### config.mk
export PLATFORM = sky130hd
export DESIGN_NAME = log_mult_accumulator
export DESIGN_NICKNAME = d
export VERILOG_FILES = /design/src/rtl/log_mult_accumulator.sv
export SDC_FILE = /design/constraint.sdc
export NUM_CORES = 1
export LEC_CHECK = 0
export CAP_MARGIN = 20
export CORE_MARGIN = 4
export CORE_UTILIZATION = 41
export DETAILED_ROUTE_END_ITERATION = 7
export SLEW_MARGIN = 40
export SYNTH_ARGS = -nofsm -noshare
export SYNTH_HDL_FRONTEND = slang
export SYNTH_SLANG_ARGS = --single-unit
### constraint.sdc
create_clock -name clk -period 7.3 [get_ports clk]
set_clock_uncertainty 0.2 [all_clocks]
set_input_delay 0.73 -clock clk [delete_from_list [all_inputs] [get_ports clk]]
set_output_delay 0.73 -clock clk [all_outputs]
set_load 0.005 [all_outputs]
### src/rtl/log_mult_accumulator.sv
// rtl/log_mult_accumulator.sv - frame accumulator for log-multiplier products; LOG_ACC_SATURATE_EN selects clamping
module log_mult_accumulator #(
    parameter int DATA_W = 16,
    parameter int ACC_W  = 24,
    parameter int LEN    = 8
) (
    input  logic                       clk,
    input  logic                       rst_n,
    input  logic                       in_valid,
    output logic                       in_ready,
    input  logic [DATA_W-1:0]          in_data,
    output logic                       out_valid,
    input  logic                       out_ready,
    output logic [ACC_W-1:0]           out_data,
    output logic                       out_ovf,
    output logic [$clog2(LEN+1)-1:0]   frame_cnt
);
    localparam int CNT_W = $clog2(LEN + 1);
    localparam logic [CNT_W-1:0] LAST = CNT_W'(LEN - 1);

    typedef enum logic {ACCUM, HOLD} state_t;

    state_t           state;
    logic [ACC_W-1:0] acc;
    logic             ovf;
    logic [ACC_W:0]   sum;
    logic             ovf_next;
    logic [ACC_W-1:0] acc_next;

    always_comb begin
        sum      = {1'b0, acc} + {{(ACC_W + 1 - DATA_W){1'b0}}, in_data};
        ovf_next = ovf | sum[ACC_W];
`ifdef LOG_ACC_SATURATE_EN
        // once the frame has overflowed the total stays pinned at full scale
        acc_next = ovf_next ? {ACC_W{1'b1}} : sum[ACC_W-1:0];
`else
        acc_next = sum[ACC_W-1:0];
`endif
    end

    assign in_ready = (state == ACCUM);

    always_ff @(posedge clk) begin
        if (!rst_n) begin
            state     <= ACCUM;
            acc       <= '0;
            ovf       <= 1'b0;
            frame_cnt <= '0;
            out_valid <= 1'b0;
            out_data  <= '0;
            out_ovf   <= 1'b0;
        end else begin
            case (state)
                ACCUM: begin
                    if (in_valid) begin
                        if (frame_cnt == LAST) begin
                            out_data  <= acc_next;
                            out_ovf   <= ovf_next;
                            out_valid <= 1'b1;
                            acc       <= '0;
                            ovf       <= 1'b0;
                            frame_cnt <= '0;
                            state     <= HOLD;
                        end else begin
                            acc       <= acc_next;
                            ovf       <= ovf_next;
                            frame_cnt <= frame_cnt + 1'b1;
                        end
                    end
                end
                HOLD: begin
                    if (out_ready) begin
                        out_valid <= 1'b0;
                        state     <= ACCUM;
                    end
                end
                default: state <= ACCUM;
            endcase
        end
    end
endmodule

==> impl_metrics.py <==
metrics = {
    "power": {
        "leakage_nw": 1.38,
        "finalPower_uw": 680,
        "peakVddDrop_mv": 0.0738,
        "power-per-cell-area_nw_per_um2": 187,
    },
    "global_routing": {
        "grt_max_degree": 48,
        "grt_overflow_total": 0,
        "grt_use_total_pct": 17.6,
        "grt_pass1_wl_um": 12300,
        "antenna_found_initial": 0,
        "grt_pass1_vias": 2474,
    },
    "die": {
        "fp.dieH_um": 93.4,
        "io-pin-count": 51,
        "rows": 30,
        "die_area_um2": 8730,
        "initial_core_util_pct": 43.1,
        "die_w_um": 93.4,
        "core_area_um2": 6940,
    },
    "synth": {
        "ys_warn_count": 0,
        "synth.top_cell.area_share_pct": 37.5,
        "synth-edff-count": 0,
        "synth_area_per_cell_um2": 8.60,
        "synthesis.nets": 386,
        "synth_cells": 348,
        "ys.flop_type": "dfxtp_1",
        "synthArstFlopShare_pct": 0,
        "synth-seq-cells": 56,
        "ys_top_cells_by_area": "dfxtp_1 37%, ha_1 7.1%, nand2_1 6.0%",
        "ys_seq_area_share_pct": 37.5,
        "synthDistinctLibCells": 50,
        "synth_area_um2": 2990,
        "synth_largest_area_cell": "dfxtp_1",
    },
    "route": {
        "vias_per_cell": 5.26,
        "first_pass_iters": 4,
        "initialDrtViolationCount": 147,
        "ant_nets": 0,
        "vias": 2555,
        "drc": 0,
        "post_drt_wl_per_cell_um": 15.3,
        "wl_um": 7410,
    },
    "placed_design": {
        "port_buffers": 50,
        "placed_area_um2": 3560,
        "dp_hpwl_um": 5410,
        "place.detailed.instances": 479,
        "gp_congestion": 0.813,
    },
    "clock_network": {
        "clk_pin_slew_ps": 90,
        "cts_buffer_depth": 2,
        "cts_root_buffer": "clkbuf_8",
        "ctsResizeCount": 0,
        "numCtsBuffers": 5,
        "cts_tree": "done",
        "cts_num_sinks": 56,
        "ctsHoldBuffers": 0,
        "worstSkewPairLatency_ps": 310,
        "htree_levels": 2,
        "cts_setup_buffers": 0,
    },
    "timing": {
        "finalSetupTns_ps": 0,
        "setup_viol": 0,
        "hold_violations": 0,
        "timing.final.crit_share_pct": 48.5,
        "rsz0062_at_grt": "false",
        "slew_violations": 0,
        "tightest_slew_ps": 708,
        "maxSlewHeadroom_pct": 52.7,
        "min_period_ps": 3540,
        "clock.fmax_mhz": 283,
        "whs_ps": 269,
    },
    "cells_and_area": {
        "fillerInstances": 670,
        "synthToLayoutAreaGrowth_pct": 21.7,
        "instances_no_fill": 486,
        "drive_gt1_share_pct": 4.62,
        "fin_nets": 428,
        "final_area_um2": 3640,
        "diodes": 0,
    },
    "job": {
        "maxCapViolCount": 0,
    },
    "worst_hold_path": {
        "hold_class": "register to register",
    },
    "setup_path": {
        "crit_fanout": 10,
        "cp.required_ps": 7300,
        "path_class": "primary input to register",
        "endpoint_kind": "register",
        "cp-start-kind": "primary input",
        "cp.arrival_ps": 3540,
    },
    "status": {
        "outcome": "completed",
    },
}
==> layer usage <==
layer | share of wire, % | GRT usage (%) | vias up
li1 | - | - | 1328
met1 | 50 | 24.6 | 1158
met2 | 42 | 26.9 | 59
met3 | 5.6 | 3.78 | 10
met4 | 1.9 | 5.86 | 0
met5 | 0 | 0 | -
==> Yosys cell counts, drive strengths merged (2+ instances only) <==
cell type	instances
nand3	11
xor2	7
nand2b	3
a21o	4
o21ai	25
dfxtp	56
nor2b	8
buf	3
nand2	48
a22oi	4
inv	3
nor2	19
a311oi	2
a22o	7
or2	2
clkbuf	14
o211ai	3
and3	5
o21a	2
and2	10
o211a	2
nor3b	2
a21oi	29
nand4	3
a21boi	14
xnor2	17
a311o	2
ha	17
a31oi	10
==> area by class of cell <==
| cell class | count | area [µm²] | share of cell area [%] |
|---|---|---|---|
| Inverter | 3 | 11.3 | 0.309 |
| Clock buffer | 6 | 72.6 | 1.99 |
| Tap cell | 96 | 120 | 3.30 |
| Multi-Input combinational cell | 272 | 1800 | 49.3 |
| Timing Repair Buffer | 52 | 515 | 14.2 |
| Sequential cell | 56 | 1120 | 30.8 |
| Clock inverter | 1 | 5.00 | 0.137 |
==> registers in the layout, indices dropped and copies added (netlist names) <==
name,count
frame_cnt,4
state,1
out_ovf,1
out_data,24
out_valid,1
ovf,1
acc,24
==> stage by stage <==
step | utilization [%] | setup WS [ps]
CTS | 52.4 | 3780
global route | 52.5 | 3620
global placement | 51.3 | 3480
detailed placement | 51.3 | 3460
floorplan | - | 4240
finish | 52.5 | 3760
==> power by group <==
| group | switching [mW] | internal, mW | total (mW) | leakage, nW |
|---|---|---|---|---|
| registers | 0.00947 | 0.320 | 0.329 | 0.454 |
| logic | 0.108 | 0.0794 | 0.187 | 0.881 |
| clock network | 0.0983 | 0.0656 | 0.164 | 0.0410 |
| total | 0.215 | 0.465 | 0.680 | 1.38 |
==> placed cells by master (no fill, tap or decap), types with 4 or more instances in the layout <==
cell type	instances
a21boi_0	14
a21o_1	4
a21oi_1	29
a22o_1	7
a22oi_1	4
a31oi_1	10
and2_1	10
and3_1	4
clkbuf_8	5
clkdlybuf4s50_1	50
dfxtp_1	56
ha_1	17
nand2_1	48
nand3_1	11
nor2_1	18
nor2b_1	8
o21ai_0	24
xnor2_1	17
xor2_1	7
==> worst paths after layout <==
kind	cells past startpoint	slack (ps)	start	endpoint
worst min register to register	2	270	out_data[1]	out_data[1]
worst min-delay path	2	270	out_data[1]	out_data[1]
worst max-delay path	10	3760	in_data[0]	out_ovf
worst max register to register	9	4290	acc[0]	out_ovf
==> logic make-up after synthesis <==
logic type,Yosys count,share of synthesized area [%]
XOR/XNOR,24,7.03
adder cells (fa/ha/maj),18,7.78
flip-flops,56,37.5
buffers and inverters,20,2.55
AND/OR/NAND/NOR,119,19.5
AO/OA/AOI/OAI,110,25.3
multiplexers,1,0.335
==> critical path, cell delays in order <==
cell and delay (ps):
clkdlybuf4s50_1 410, ha_1 230, fa_1 410, a21o_1 240, a221oi_4 330, o211ai_4 150, a311oi_4 520, nor3b_1 190
nor3_1 250, nor2_1 80
No activity file was read; power rests on OpenSTA's default activity.
